--- src/rtl/writeback_stage_pkg.sv ---
// ---------------------------------------------------------------------------
// writeback_stage_pkg
// Shared MIPS32 definitions used by the writeback stage and the load
// extraction helper:
//   - wb_sel_e    : result-source selector encodings (ALU / MEM / LINK)
//   - load_type_e : load width/extension encodings
//   - REG_W       : GPR number width
// ---------------------------------------------------------------------------
package writeback_stage_pkg;

    localparam int REG_W = 5;

    typedef enum logic [1:0] {
        WB_ALU  = 2'b00,
        WB_MEM  = 2'b01,
        WB_LINK = 2'b10,
        WB_RSVD = 2'b11   // behaves as ALU
    } wb_sel_e;

    typedef enum logic [2:0] {
        LD_LW  = 3'b000,
        LD_LH  = 3'b001,
        LD_LHU = 3'b010,
        LD_LB  = 3'b011,
        LD_LBU = 3'b100
    } load_type_e;

endpackage

--- src/rtl/writeback_stage_load_extract.sv ---
// ---------------------------------------------------------------------------
// writeback_stage_load_extract
// Purely combinational big-endian sub-word load extraction (byte 0 is
// bits [31:24]). Also shared with the cache refill path.
// Ports:
//   mem_data  : raw aligned memory word
//   addr_lo   : effective address bits [1:0]
//   load_type : load_type_e encoding
//   data      : extracted, sign/zero-extended value
//   err       : misaligned access or reserved load type
// ---------------------------------------------------------------------------
module writeback_stage_load_extract
    import writeback_stage_pkg::*;
#(
    parameter int DATA_W = 32
) (
    input  logic [DATA_W-1:0] mem_data,
    input  logic [1:0]        addr_lo,
    input  logic [2:0]        load_type,
    output logic [DATA_W-1:0] data,
    output logic              err
);

    logic [7:0]  byte_s;
    logic [15:0] half_s;

    // Select the addressed byte and halfword from the big-endian word.
    always_comb begin
        byte_s = 8'h00;
        case (addr_lo)
            2'b00:   byte_s = mem_data[31:24];
            2'b01:   byte_s = mem_data[23:16];
            2'b10:   byte_s = mem_data[15:8];
            2'b11:   byte_s = mem_data[7:0];
            default: byte_s = 8'h00;
        endcase
        half_s = addr_lo[1] ? mem_data[15:0] : mem_data[31:16];
    end

    // Extend the selected field and flag misaligned or reserved loads.
    always_comb begin
        data = mem_data;
        err  = 1'b0;
        case (load_type)
            LD_LW: begin
                data = mem_data;
                err  = (addr_lo != 2'b00);
            end
            LD_LH: begin
                data = {{(DATA_W-16){half_s[15]}}, half_s};
                err  = addr_lo[0];
            end
            LD_LHU: begin
                data = {{(DATA_W-16){1'b0}}, half_s};
                err  = addr_lo[0];
            end
            LD_LB: begin
                data = {{(DATA_W-8){byte_s[7]}}, byte_s};
                err  = 1'b0;
            end
            LD_LBU: begin
                data = {{(DATA_W-8){1'b0}}, byte_s};
                err  = 1'b0;
            end
            default: begin
                data = mem_data;
                err  = 1'b1;
            end
        endcase
    end

endmodule

--- src/rtl/writeback_stage.sv ---
// ---------------------------------------------------------------------------
// writeback_stage
// MEM/WB pipeline register plus writeback logic of the 5-stage MIPS32 core.
// Drives the register-file write port, the hazard-unit forwarding source and
// a retired-instruction counter.
// Ports:
//   clk, reset (async, active-low)
//   stall         : hold stage contents
//   flush         : load a bubble (wins over stall)
//   in_*          : memory-stage instruction fields
//   reg_write_en  : register-file write enable (never for $0 or on addr_err)
//   wb_dest       : register-file write address (always driven)
//   write_data    : register-file write data
//   fwd_valid     : wb_dest/write_data are a valid forwarding source
//   addr_err      : resident load is misaligned or of reserved type
//   retire_count  : retired-instruction count, wraps modulo 2^CNT_W
// ---------------------------------------------------------------------------
module writeback_stage
    import writeback_stage_pkg::*;
#(
    parameter int DATA_W = 32,
    parameter int CNT_W  = 32
) (
    input  logic              clk,
    input  logic              reset,
    input  logic              stall,
    input  logic              flush,
    input  logic              in_valid,
    input  logic              in_reg_write,
    input  logic [REG_W-1:0]  in_dest,
    input  logic [1:0]        in_wb_sel,
    input  logic [2:0]        in_load_type,
    input  logic [1:0]        in_addr_lo,
    input  logic [DATA_W-1:0] in_alu_result,
    input  logic [DATA_W-1:0] in_mem_data,
    input  logic [DATA_W-1:0] in_pc_plus8,
    output logic              reg_write_en,
    output logic [REG_W-1:0]  wb_dest,
    output logic [DATA_W-1:0] write_data,
    output logic              fwd_valid,
    output logic              addr_err,
    output logic [CNT_W-1:0]  retire_count
);

    logic              valid_r;
    logic              reg_write_r;
    logic [REG_W-1:0]  dest_r;
    logic [1:0]        wb_sel_r;
    logic [2:0]        load_type_r;
    logic [1:0]        addr_lo_r;
    logic [DATA_W-1:0] alu_r;
    logic [DATA_W-1:0] mem_r;
    logic [DATA_W-1:0] pc8_r;
    logic [CNT_W-1:0]  cnt_r;

    logic [DATA_W-1:0] load_data_s;
    logic              load_err_s;
    logic              addr_err_s;
    logic              wr_en_s;
    logic              advance_s;
    logic [DATA_W-1:0] wdata_s;

    writeback_stage_load_extract #(
        .DATA_W (DATA_W)
    ) u_load_extract (
        .mem_data  (mem_r),
        .addr_lo   (addr_lo_r),
        .load_type (load_type_r),
        .data      (load_data_s),
        .err       (load_err_s)
    );

    // Stage register: flush loads a bubble, stall holds, otherwise capture.
    always_ff @(posedge clk or negedge reset) begin
        if (!reset) begin
            valid_r     <= 1'b0;
            reg_write_r <= 1'b0;
            dest_r      <= {REG_W{1'b0}};
            wb_sel_r    <= 2'b00;
            load_type_r <= 3'b000;
            addr_lo_r   <= 2'b00;
            alu_r       <= {DATA_W{1'b0}};
            mem_r       <= {DATA_W{1'b0}};
            pc8_r       <= {DATA_W{1'b0}};
        end else if (flush) begin
            valid_r <= 1'b0;
        end else if (!stall) begin
            valid_r     <= in_valid;
            reg_write_r <= in_reg_write;
            dest_r      <= in_dest;
            wb_sel_r    <= in_wb_sel;
            load_type_r <= in_load_type;
            addr_lo_r   <= in_addr_lo;
            alu_r       <= in_alu_result;
            mem_r       <= in_mem_data;
            pc8_r       <= in_pc_plus8;
        end else begin
            valid_r <= valid_r;
        end
    end

    // The resident entry leaves the stage whenever it is replaced.
    assign advance_s = flush | ~stall;

    // Retire counter: counts valid, error-free entries as they leave.
    always_ff @(posedge clk or negedge reset) begin
        if (!reset) begin
            cnt_r <= {CNT_W{1'b0}};
        end else if (advance_s && valid_r && !addr_err_s) begin
            cnt_r <= cnt_r + {{(CNT_W-1){1'b0}}, 1'b1};
        end else begin
            cnt_r <= cnt_r;
        end
    end

    // Result source selection; the reserved selector falls back to ALU.
    always_comb begin
        wdata_s = alu_r;
        case (wb_sel_r)
            WB_ALU:  wdata_s = alu_r;
            WB_MEM:  wdata_s = load_data_s;
            WB_LINK: wdata_s = pc8_r;
            default: wdata_s = alu_r;
        endcase
    end

    assign addr_err_s = valid_r & (wb_sel_r == WB_MEM) & load_err_s;
    assign wr_en_s    = valid_r & reg_write_r & (dest_r != {REG_W{1'b0}}) & ~addr_err_s;

    assign reg_write_en = wr_en_s;
    assign fwd_valid    = wr_en_s;
    assign wb_dest      = dest_r;
    assign write_data   = wdata_s;
    assign addr_err     = addr_err_s;
    assign retire_count = cnt_r;

endmodule

--- config.mk ---
export PLATFORM = sky130hd
export DESIGN_NAME = writeback_stage
export DESIGN_NICKNAME = d
export VERILOG_FILES = /design/src/rtl/writeback_stage_pkg.sv /design/src/rtl/writeback_stage_load_extract.sv /design/src/rtl/writeback_stage.sv
export SDC_FILE = /design/constraint.sdc
export NUM_CORES = 1
export LEC_CHECK = 0
export CORE_UTILIZATION = 53
export DETAILED_ROUTE_END_ITERATION = 8
export PLACE_DENSITY_LB_ADDON = 0.15
export SYNTH_ARGS = -nofsm -noshare
export SYNTH_HDL_FRONTEND = slang
export SYNTH_SLANG_ARGS = --single-unit
--- constraint.sdc ---
create_clock -name clk -period 4.05 [get_ports clk]
set_input_delay 0.81 -clock clk [delete_from_list [all_inputs] [get_ports clk]]
set_output_delay 0.81 -clock clk [all_outputs]
set_load 0.02 [all_outputs]
* After elaboration in Yosys (flattened, before gate mapping)
Index checks and enable logic that the tools add are counted.
** Storage, ports and cells
- Input bits :: 114
- Output and inout port bits :: 72
- Word-level logic and storage cells :: 47
- Register bits after elaboration :: 142
** Cells by class
- Add/subtract/negate cells :: 1
- Reduce and logical (&&, ||, !) cells :: 10
- Muxes and demuxes :: 7
- Equality and inequality tests :: 10
- Bitwise gates (word level) :: 9
** Operator list (number)
- $pmux W32 S4 :: 1
- $pmux W32 S2 :: 1
- $add A32 B1 Y32 const B :: 1
- $pmux W8 S4 :: 1
- $mux W16 :: 1
- $eq A2 B2 Y1 const B :: 3
- $eq A3 B2 Y1 const B :: 2
- $and A1 B1 Y1 :: 5
- $reduce_bool A5 Y1 :: 1
- $eq A2 B1 Y1 const B :: 2
- $reduce_or A2 Y1 :: 2
- $eq A3 B1 Y1 const B :: 1
- $eq A3 B3 Y1 const B :: 1
- $logic_not A3 Y1 :: 1
- $not A1 Y1 :: 3
- $pmux W1 S3 :: 1
- $logic_and A1 B1 Y1 :: 2
- $logic_not A2 Y1 :: 1
- $mux W1 :: 2
- $ne A2 B1 Y1 const B :: 1
- $reduce_and A2 Y1 :: 1
- $reduce_bool A2 Y1 :: 1
- $logic_not A1 Y1 :: 1
- $or A1 B1 Y1 :: 1

* Logic depth before layout (Yosys ltp)
- Word-level depth :: 6
- Mapped depth :: 8
- Gate-level depth less buffers :: 7

* Modules after synthesis
From an unflattened synthesis, not the netlist that was laid out.
** Second synthesis, totals
- Cells, all modules :: 645
- Area, all modules :: 7234.4 um^2
** Modules (own cells, without submodules)
- writeback_stage :: cells an instance 498, area an instance 6279.8 um^2, instances 1, sequential area each 3553.4 um^2
- writeback_stage_load_extract :: cells an instance 147, area an instance 954.7 um^2, instances 1, sequential area each 0.0 um^2

* Worst setup path after synthesis
OpenSTA, ideal clock, no wires.
- Path type :: reg-to-output
- Start :: register addr_lo_r[1]
- End :: output write_data[25]
- Data required time :: 3240 ps
- Data arrival time :: 1913 ps
- Cell stages (with the launch flop) :: 7
- Path buffers :: 2
- Slack :: 1327 ps
- Cell sequence :: dfrtp_1 buf_2 mux4_2 nand3_1 a211o_1 buf_2 o21ai_0
** On the way
- Longest elaborated chain between the ends :: 4
- Elaborated cells between the ends (all ways) :: 8
- Those cells by class :: eq/ne: 3; mux: 4; reduce/logical: 1
** Ends and longest elaborated chain
- start: declaration :: line writeback_stage.sv:50 : logic [1:0] addr_lo_r;
- start signal: assignment :: line writeback_stage.sv:93 : addr_lo_r <= in_addr_lo;
- $eq A2 B2 Y1, or another cell as far along :: line writeback_stage_load_extract.sv:30 : case (addr_lo)
- $pmux W8 S4 :: line writeback_stage_load_extract.sv:30
- $pmux W32 S4 (*) :: line writeback_stage_load_extract.sv:44 : case (load_type)
- $pmux W32 S2 (*) :: line writeback_stage.sv:119 : case (wb_sel_r)
- end: declaration :: line writeback_stage.sv:39 : output logic [DATA_W-1:0] write_data,
Every way passes the cells marked *; elsewhere a longest branch is shown, timed or not.

* Worst setup path after layout
- Start :: register addr_lo_r[0]
- End :: output write_data[25]
** On the way
- Longest elaborated chain between the ends :: 4
- Elaborated cells between the ends (all ways) :: 7
- Those cells by class :: eq/ne: 3; mux: 3; reduce/logical: 1
** Ends and longest elaborated chain (line)
- $eq A2 B2 Y1, or another cell as far along :: writeback_stage_load_extract.sv:30
- $pmux W8 S4 (*) :: writeback_stage_load_extract.sv:30
- $pmux W32 S4 (*) :: writeback_stage_load_extract.sv:44
- $pmux W32 S2 (*) :: writeback_stage.sv:119
Marked as above.

==> results.md <==
* Status: finished clean
* Placed cell areas at 9060 sq um
* Largest net degree at the start of global routing at between 90 and 100
* Sw Share at 31.0%
* Final setup violation count at 0
* Fin. Hold Viols at 0
* Final Max Tran Viols at 0
* # diodes at 0
* Hold/Removal Path Class: in2async
* Die area at between 10,000 and 15,000 sq um
* Worst slew pin tran at 0.871 ns
* CP Data Arrival Time at 3.04 ns
* Setup TNS at 0 ns
* I/O pins at 186
* Die width at ~120 um
* Top delay family on crit path: compound AO/OA/AOI/OAI gates
* Slew margin rel. at between 40% and 50%
* Commonest non-fill, non-tap cell in the layout: clkdlybuf4s50_1
* Initial antenna violation count at 0
* Synth warn at 0
* Async set-reset flop share out of synthesis at 100%
* Clock tree from TritonCTS: done
* Clock Skew at 0.00556 ns
* Tcrit/Tclk final at 94.9%
* Root Buffer: clkbuf_16
* FF+latch count, synth at ~140
* CTS resizes at 0
* Slowest cell on crit path: clkdlybuf4s50_1
* Synth Instances at 627
* Clk_lat worst skew at between 0.4 and 0.5 ns
* Max Clk Rate at approximately 260 MHz
* Post-route cell area at 9630 sq um
* Vias per cell at 5.72
* Starting Density at 55.0%
* CP bufs+invs at 1
* Via count at between 5,000 and 6,000
* CP max FO at 16
* Placed wire-length estimate after detailed placement at 13.2 mm
* Die Ht at 117 um
* Logic gate share of total power at 28.7%
* Input/output buffers at roughly 190
* Post-Syn Area per Cell at 11.2 sq um
* Largest cells by area after synthesis: dfrtp_1, mux2_2, nand2_1, o221ai_1, xor2_1
* CTS Hold Bufs at 0
* CP startpoint kind: flip-flop
* Minimum clock period at between 3 and 4 ns
* R2R setup slack at 1.60 ns
* Reg2reg start: load_type_r[0]
* Post-CTS setup buffer count at 0
* Post-synth EDFFs at 0
* Worst r2r path cells at 5
* Critical path type: reg2out
* Fin nets at 919
* Flip-flop and latch area at 3550 sq um
* Critical R2R Capture: retire_count[12]
* Crit-path cells: mux4_2 > nand3_1 > a211o_1 > o21ai_0 > clkdlybuf4s50_1
* RSZ-0062 raised after global routing: false
* H-tree depth at 4
* Part of the power in registers at 38.8%
* First-pass GRT wire length at 29.5 mm
* Synth top area share at 50.6%
* # rows at 41
* CTS Buf Count at 17
* Max cap viols at 0
* VDD IR-drop max at 0.275 mV
* DRT Pass-1 Iters at 5
* Reg clk slew, reported paths at 0.06 ns
* Seq/Total Area, Yosys at 50.6%
* Post-route ant nets at 0
* Int Pwr at around 3.2 mW
* Post-Syn Area at 7030 sq um
* GR Overflow Total at 0
* Drt drc at 0
* PwrDens at 475 nW/um^2
* Synth area leader: dfrtp_1
* Placeable core area at 12,800 sq um
* Share of cells above drive strength 1 at 19.9%
* CTS sink cnt at 142
* Power share of the clock group at between 30% and 40%
* Number of global-route vias before repair at 5,859
* Fillers at 863
* Initial DRC Count at 386
* CP endpoint kind: primary output
* Mapped Nets at 744
* Wire length per cell at about 19 um
* Area delta synth->final at 36.9%
* Synth cell types at 51
* WP data required at between 3 and 4 ns
* Psw at 1.42 mW
* Crit-path max cell delay at approximately 0.66 ns
* Total Routing Usage GR at between 20% and 30%
* Most frequent cells in the layout: clkdlybuf4s50_1, dfrtp_1, mux2_2, nand2_1, nor2_1
* Final GP Congestion at 0.851
* Leakage at around 4.0 nW
* Area occupied by multi-input gates at 3320 sq um
* Clk buf depth at 2
* Ys flop type: dfrtp_1
* Final WL at between 15 and 20 mm
==> cells by family (layout without fill, tap and decap cells) <==
family	count (synthesis)	in the layout	share of synthesized area, %
AO/OA/AOI/OAI	93	93	9.61
adder cells (fa/ha/maj)	3	3	0.534
XOR/XNOR	33	33	4.11
AND/OR/NAND/NOR	187	187	13.1
buffers and inverters	48	235	2.71
flip-flops	142	142	50.6
multiplexers	121	121	19.3
==> metal layers <==
metal / share of wire [%] / up-vias / GRT usage (%) / wire length, um
met4: 3.3 / 0 / 14.1 / 610
met5: 0 / - / 0 / 0
met1: 40 / 2760 / 35.1 / 7380
li1: - / 2608 / - / -
met3: 6.5 / 49 / 7.72 / 1220
met2: 51 / 219 / 48.2 / 9410
==> Yosys cell counts, types with 2 or more instances <==
library cell  number
dfrtp_1          142
mux2_2           109
nand2_1           80
nor2_1            44
clkbuf_1          31
o221ai_1          22
xor2_1            20
a21oi_1           15
o21ai_0           15
nand3_1           13
xnor2_1           13
mux2i_1           11
inv_1              9
o211ai_1           9
a22oi_1            8
nor2b_1            8
a221oi_1           7
nor4_1             7
nand2b_1           6
nor3_1             6
buf_2              5
nand4_1            5
a211o_1            3
and3_1             3
ha_1               3
nor4_2             3
a211oi_1           2
a21boi_0           2
a31oi_1            2
buf_1              2
o21ba_2            2
==> worst max-delay path by stage <==
stage / slack [ns] / cells past startpoint / endpoint / from
CTS: 0.09 / 6 / write_data[14] / load_type_r[0]
global placement: 0.64 / 6 / write_data[10] / load_type_r[0]
finish: 0.20 / 5 / write_data[25] / addr_lo_r[0]
floorplan: 1.33 / 6 / write_data[25] / addr_lo_r[1]
global route: 0.04 / 6 / write_data[21] / wb_sel_r[1]
detailed placement: 0.56 / 6 / write_data[8] / load_type_r[0]
==> power groups by stage <==
stage | registers [mW] | clock network [mW] | logic (mW)
3_3_place_gp | 1.78 | 0 | 1.27
5_1_grt | 1.80 | 1.57 | 1.41
2_1_floorplan | 1.76 | 0 | 0.730
4_1_cts | 1.77 | 1.51 | 1.31
3_5_place_dp | 1.79 | 0 | 1.29
6_report | 1.78 | 1.49 | 1.31
==> layout make-up <==
| type | instances | area share, % |
|---|---|---|
| flip-flops and latches | 142 | 36.9 |
| multi-input cells | 437 | 34.5 |
| clock buffers | 24 | 4.80 |
| clock inverters | 7 | 0.923 |
| inverters | 9 | 0.351 |
| repair buffers | 195 | 20.3 |
| well taps | 172 | 2.24 |
==> flip-flops by register name, indices dropped and copies added (netlist names) <==
| signal | flops |
|---|---|
| wb_dest | 5 |
| wb_sel_r | 2 |
| mem_r | 32 |
| valid_r | 1 |
| alu_r | 32 |
| pc8_r | 32 |
| addr_lo_r | 2 |
| load_type_r | 3 |
| retire_count | 32 |
| reg_write_r | 1 |
==> metrics by stage <==
stage,std cells,power (mW),hold slack (ns),util (%),setup WS (ns)
finish,986,4.57,0.457,75.4,0.205
global route,986,4.77,0.481,75.4,0.0434
CTS,986,4.59,0.471,75.2,0.0888
detailed placement,955,3.09,0.463,70.9,0.556
global placement,955,3.05,0.457,70.9,0.639
floorplan,627,2.49,0.481,-,1.33
Note: power is estimated with default switching activity, not from simulation.
